--- src/rtl/pipelined_add_sub.sv ---
// Pipelined WIDTH-bit adder/subtractor: one CW-bit ripple slice per stage, with the
// higher operand chunks skewed forward and a single global advance enable for backpressure.
module pipelined_add_sub #(
    parameter int WIDTH  = 32,
    parameter int STAGES = 4
) (
    input  logic             clk,
    input  logic             rst,
    input  logic             in_valid,
    output logic             in_ready,
    input  logic [WIDTH-1:0] A,
    input  logic [WIDTH-1:0] B,
    input  logic             Cin,
    input  logic             sub,
    output logic             out_valid,
    input  logic             out_ready,
    output logic [WIDTH-1:0] S,
    output logic             Cout,
    output logic             V,
    output logic             Z
);

    localparam int SG = (STAGES < 1) ? 1 : STAGES;
    localparam int CW = WIDTH / SG;

    if (STAGES < 1 || (WIDTH % SG) != 0) begin : g_param_check
        $error("pipelined_add_sub: STAGES must be >= 1 and divide WIDTH");
    end

    logic             adv;
    logic [WIDTH-1:0] bx;
    logic             c0;

    logic [SG-1:0]    vld, v_nxt;
    logic [SG-1:0]    c_r, c_nxt;
    logic [WIDTH-1:0] a_r   [SG];
    logic [WIDTH-1:0] b_r   [SG];
    logic [WIDTH-1:0] s_r   [SG];
    logic [WIDTH-1:0] a_nxt [SG];
    logic [WIDTH-1:0] b_nxt [SG];
    logic [WIDTH-1:0] s_nxt [SG];

    logic [WIDTH-1:0] a_in, b_in, s_in;
    logic             c_in, vi_in;
    logic [CW:0]      csum;
    logic             msb_cin, v_flag_nxt;
    logic             v_r, loaded;

    assign bx       = sub ? ~B : B;
    assign c0       = sub ? ~Cin : Cin;
    assign adv      = !vld[SG-1] || out_ready;
    assign in_ready = adv;

    always_comb begin
        a_in  = '0;
        b_in  = '0;
        s_in  = '0;
        c_in  = 1'b0;
        vi_in = 1'b0;
        csum  = '0;
        for (int unsigned k = 0; k < SG; k++) begin
            if (k == 0) begin
                a_in  = A;
                b_in  = bx;
                s_in  = '0;
                c_in  = c0;
                vi_in = in_valid;
            end else begin
                a_in  = a_r[k-1];
                b_in  = b_r[k-1];
                s_in  = s_r[k-1];
                c_in  = c_r[k-1];
                vi_in = vld[k-1];
            end
            csum = {1'b0, a_in[k*CW +: CW]} + {1'b0, b_in[k*CW +: CW]} + {{CW{1'b0}}, c_in};
            s_in[k*CW +: CW] = csum[CW-1:0];
            a_nxt[k] = a_in;
            b_nxt[k] = b_in;
            s_nxt[k] = s_in;
            c_nxt[k] = csum[CW];
            v_nxt[k] = vi_in;
        end
        // Carry into the MSB recovered from the MSB sum bit and its operand bits.
        msb_cin    = a_nxt[SG-1][WIDTH-1] ^ b_nxt[SG-1][WIDTH-1] ^ s_nxt[SG-1][WIDTH-1];
        v_flag_nxt = msb_cin ^ c_nxt[SG-1];
    end

    always_ff @(posedge clk or posedge rst) begin
        if (rst) begin
            vld    <= '0;
            c_r    <= '0;
            v_r    <= 1'b0;
            loaded <= 1'b0;
            for (int unsigned k = 0; k < SG; k++) begin
                a_r[k] <= '0;
                b_r[k] <= '0;
                s_r[k] <= '0;
            end
        end else if (adv) begin
            vld <= v_nxt;
            // Data registers only load under a valid token, so bubbles leave flags untouched.
            for (int unsigned k = 0; k < SG; k++) begin
                if (v_nxt[k]) begin
                    a_r[k] <= a_nxt[k];
                    b_r[k] <= b_nxt[k];
                    s_r[k] <= s_nxt[k];
                    c_r[k] <= c_nxt[k];
                end
            end
            if (v_nxt[SG-1]) begin
                v_r    <= v_flag_nxt;
                loaded <= 1'b1;
            end
        end
    end

    assign out_valid = vld[SG-1];
    assign S         = s_r[SG-1];
    assign Cout      = c_r[SG-1];
    assign V         = v_r;
    assign Z         = loaded && (s_r[SG-1] == '0);

endmodule

--- config.mk ---
export PLATFORM = sky130hd
export DESIGN_NAME = pipelined_add_sub
export DESIGN_NICKNAME = d
export VERILOG_FILES = /design/src/rtl/pipelined_add_sub.sv
export SDC_FILE = /design/constraint.sdc
export NUM_CORES = 1
export LEC_CHECK = 0
export ABC_AREA = 1
export CAP_MARGIN = 40
export CORE_MARGIN = 5
export CORE_UTILIZATION = 45
export DETAILED_ROUTE_END_ITERATION = 7
export PLACE_DENSITY = 0.67
export SYNTH_ARGS = -nofsm -noshare
export SYNTH_HDL_FRONTEND = slang
export SYNTH_SLANG_ARGS = --single-unit
--- constraint.sdc ---
create_clock -name clk -period 6.6 [get_ports clk]
set_clock_uncertainty 0.05 [all_clocks]
set_input_delay 0.66 -clock clk [delete_from_list [all_inputs] [get_ports clk]]
set_output_delay 0.66 -clock clk [all_outputs]
set_load 0.02 [all_outputs]
# Word-level counts from Yosys, hierarchy flattened
# Cells that the tools add are included.
# op_classes
add_sub_neg	8
n_mux	2
bitwise_logic	5
reduce_logical	8
# op_table
cell	count
8-bit by 8-bit adder with 9-bit output	4
9-bit by 1-bit adder with 9-bit output	4
32-bit zero test	1
32-bit 2-to-1 mux	1
32-bit NOT	1
2-bit AND reduction	4
1-bit XOR	3
1-bit logical AND	1
1-bit zero test	1
1-bit logical OR	1
1-bit 2-to-1 mux	1
1-bit NOT	1
# totals
ff_bits	282
out_inout_bits	37

# Logic depth before layout (Yosys ltp)
# depth
depth_word	4
ltp_mapped	12
mapped_depth_nobuf	11

# Worst setup path after synthesis
# Ideal clock, no wire load.
# synth_path
path_type	in2reg
start	in sub
end	reg s_r, in the netlist s_nxt[70]
t_arrival_ns	2.280
required_time_ns	6.433
path_stages	12
setup_ns	0.117
path_slack_ns	4.153
path_cell_list	buf_4 > buf_2 > xor2_1 > fa_1 > inv_1 > fa_1 > inv_1 > nand4_1 > nand3_1 > nand2_1 > nand3_1 > nand2_1
# synth_between
elab_chain_cells	3
elab_cells_between_ends	4
cone_classes	add/sub: 2; mux: 2
# synth_rtl
item	line	rtl
from (decl)	14	input logic sub,
32-bit 2-to-1 mux	49	assign bx = sub ? ~B : B;
8-bit by 8-bit adder with 9-bit output	75	csum = {1'b0, a_in[k*CW +: CW]} + {1'b0, b_in[k*CW +: CW]} + {{CW{1'b0}}, c_in};
9-bit by 1-bit adder with 9-bit output *	75	
to (signal, indexed assignment)	106	s_r[k] <= s_nxt[k];
to (decl)	38	logic [WIDTH-1:0] s_r [SG];
# Every way passes the cells marked *; elsewhere a longest branch is shown, timed or not.
# A chain may end at the register's enable or synchronous reset.

# Worst setup path after layout
# layout_path
start	in out_ready
end	out in_ready
# layout_between
elab_chain_cells	1
# layout_rtl
item	line	rtl
from (decl)	16	input logic out_ready,
1-bit logical OR	51	assign adv = !vld[SG-1] || out_ready;
to (decl)	10	output logic in_ready,
# No other way between the ends.

==> results.py <==
metrics = {
    "clock_network": {
        "post-cts-setup-buffers": 0,
        "tritoncts": "done",
        "htreeDepth": 4,
        "cts_buffers": 17,
        "cts_resized": 0,
        "clk_path_buf_depth": 2,
        "hold_buffers": 0,
        "cts_sinks": 186,
        "clk_latency_ns": 0.43,
        "root_buffer": "clkbuf_16",
        "path_clk_slew_ns": 0.06,
    },
    "timing": {
        "fmax_mhz": 355,
        "finalHoldViolCount": 0,
        "drv_slew": 0,
        "fin_crit_ns": 2.82,
        "tightest_slew_ns": 0.878,
        "rsz0062_at_grt": "no",
        "slew_headroom": 0.415,
        "setup_viol": 0,
        "setup_tns_ns": 0,
        "post-route-period-util": 0.427,
    },
    "setup_path": {
        "criticalPathCategory": "in2out",
        "r2r_end": "s_nxt[69]",
        "path_max_fanout": 6,
        "cp-end-kind": "output port",
        "cp.arrival_ns": 2.11,
        "required_ns": 5.89,
        "worstRegToRegCells": 7,
        "reg2reg_slack_ns": 4.34,
        "rr_startpoint": "vld[3]",
        "startpoint_type": "input pin",
    },
    "floorplanning": {
        "core_mm2": 0.0193,
        "start_util": 0.454,
        "die_area_mm2": 0.0224,
        "io_pins": 107,
        "rows": 51,
        "fp.dieW_um": 150,
        "die_h_um": 150,
    },
    "layout": {
        "final_cell_mix": "442 x nand2_1, 186 x dfrtp_1, 105 x clkdlybuf4s50_1",
        "layout-drive-gt1-share": 0.0416,
        "postLayoutCellArea_mm2": 0.0106,
        "syn2layout_area_growth_pct": 20.6,
        "diodes": 0,
        "final_nets": 1224,
        "final_common_cell": "nand2_1",
    },
    "route": {
        "drtAntennaViolNets": 0,
        "vias": 6565,
        "wirelength_mm": 18.0,
        "vias_per_cell": 4.71,
        "drc": 0,
        "wire_per_inst_um": 12.9,
        "dr.pass1.iters": 7,
        "drtIter0Drc": 497,
    },
    "job": {
        "cap_violations": 0,
    },
    "synthesis": {
        "async_flop_share": 1.00,
        "avgSynthCellArea_um2": 8.55,
        "yosysUniqueCellTypes": 27,
        "synthesis.instances": 1028,
        "syn_nets": 1134,
        "synth-seq-area-share": 0.530,
        "synth_edf_count": 0,
        "synth-seq-cells": 186,
        "ys_warn_count": 0,
        "ys.flop_type": "dfrtp_1",
        "netlist_area_mm2": 0.00879,
    },
    "min_path": {
        "hp-start": "loaded",
        "hold_end": "loaded",
        "hold_class": "reg2reg",
        "hold_depth": 2,
    },
    "global_route": {
        "grt_overflow": 0,
        "grt_use_met1": 0.263,
        "grtUsageMet3": 0.0321,
        "grt-busiest-layer": "met1",
        "met2_usage": 0.246,
        "grt_pass1_wl_mm": 30.8,
        "grt_max_degree": 83,
        "grt_usage": 0.171,
        "antenna_found_initial": 0,
        "grt_pass1_vias": 6308,
    },
    "placement": {
        "placed_area_mm2": 0.0100,
        "dpl.hpwl_mm": 13.0,
        "port_buffers": 106,
        "place_congestion": 0.816,
    },
    "power_and_ir_drop": {
        "ir_drop_v": 0.000217,
        "p_leak_nw": 5.31,
        "power_density_mw_per_mm2": 433,
    },
    "run_status": {
        "outcome": "finished clean",
    },
}
-- cell families (layout without fill, tap and decap cells) --
logic type / Yosys count / after routing / share of synthesized area
DFF: 186 / 186 / 0.530
adders and majority gates: 36 / 36 / 0.0581
and+or+nand+nor: 525 / 525 / 0.242
buffers and inverters: 130 / 232 / 0.0652
AOI/OAI and AO/OA: 108 / 108 / 0.0621
xor gates and xnor gates: 43 / 43 / 0.0429
-- flip-flops by register name, indices dropped and copies added, names as in the netlist --
name,cells
c_r,4
vld,4
s_nxt,24
S,32
loaded,1
a_in,8
b_in,8
b_nxt,40
s_in,24
a_nxt,40
V,1
-- worst max-delay path: stages --
cell,delay (ns)
clkdlybuf4s50_1,0.56
nor2_8,0.09
inv_4,0.09
clkdlybuf4s50_1,0.69
-- layer usage --
layer / vias up / share of wire / routed length (µm)
li1: 3392 / - / -
met1: 3025 / 0.52 / 9400
met2: 133 / 0.42 / 7600
met3: 15 / 0.042 / 760
met4: 0 / 0.014 / 247
met5: - / 0 / 0
-- synth_stat cells, types with 4 or more instances --
| cell | count | area (µm²) |
|---|---|---|
| a21oi_1 | 15 | 75.1 |
| buf_2 | 30 | 150 |
| buf_4 | 4 | 30.0 |
| buf_6 | 4 | 45.0 |
| dfrtp_1 | 186 | 4650 |
| fa_1 | 8 | 160 |
| ha_1 | 28 | 350 |
| inv_1 | 86 | 323 |
| nand2_1 | 442 | 1660 |
| nand3_1 | 32 | 160 |
| nand3b_1 | 8 | 60.1 |
| nand4_1 | 11 | 68.8 |
| nor2_1 | 21 | 78.8 |
| o21ai_0 | 81 | 405 |
| o21ai_1 | 10 | 50.1 |
| xnor2_1 | 32 | 280 |
| xor2_1 | 11 | 96.3 |
-- where the power goes --
group / total, mW / switching (mW) / internal [mW]
logic: 1.78 / 1.07 / 0.708
clock network: 0.948 / 0.426 / 0.522
registers: 1.86 / 0.273 / 1.59
total: 4.59 / 1.77 / 2.82
-- cell type report --
cell class                      instances  area, µm²
Sequential cell                       186       4650
Timing Repair Buffer                  111       1150
Fill cell                            1823       8740
Clock inverter                          8       62.6
Inverter                               90        345
Tap cell                              265        332
Clock buffer                           23        488
Multi-Input combinational cell        712       3560
-- how the worst max path moves through the flow --
| stage | from | end | slack (ns) | cells past startpoint |
|---|---|---|---|---|
| after floorplan | rst | S[0] | 0.83 | 1 |
| after global placement | out_ready | s_nxt[69] | 3.59 | 7 |
| final | out_ready | in_ready | 3.78 | 4 |
| after detailed placement | out_ready | s_nxt[69] | 3.56 | 7 |
| after global routing | S[22] | Z | 3.68 | 4 |
| after CTS | S[22] | Z | 3.77 | 4 |
-- per-stage QoR --
step           hold slack, ns  utilization  std cells  setup WS [ns]  power, mW
2_1_floorplan           0.372            -       1028          0.833       3.10
3_3_place_gp            0.381        0.515       1361           3.59       3.60
3_5_place_dp            0.393        0.520       1364           3.56       3.67
4_1_cts                 0.410        0.548       1395           3.77       4.63
5_1_grt                 0.442        0.548       1395           3.68       4.98
6_report                0.401        0.548       1395           3.78       4.59
Power figures use the tool's default switching activity.
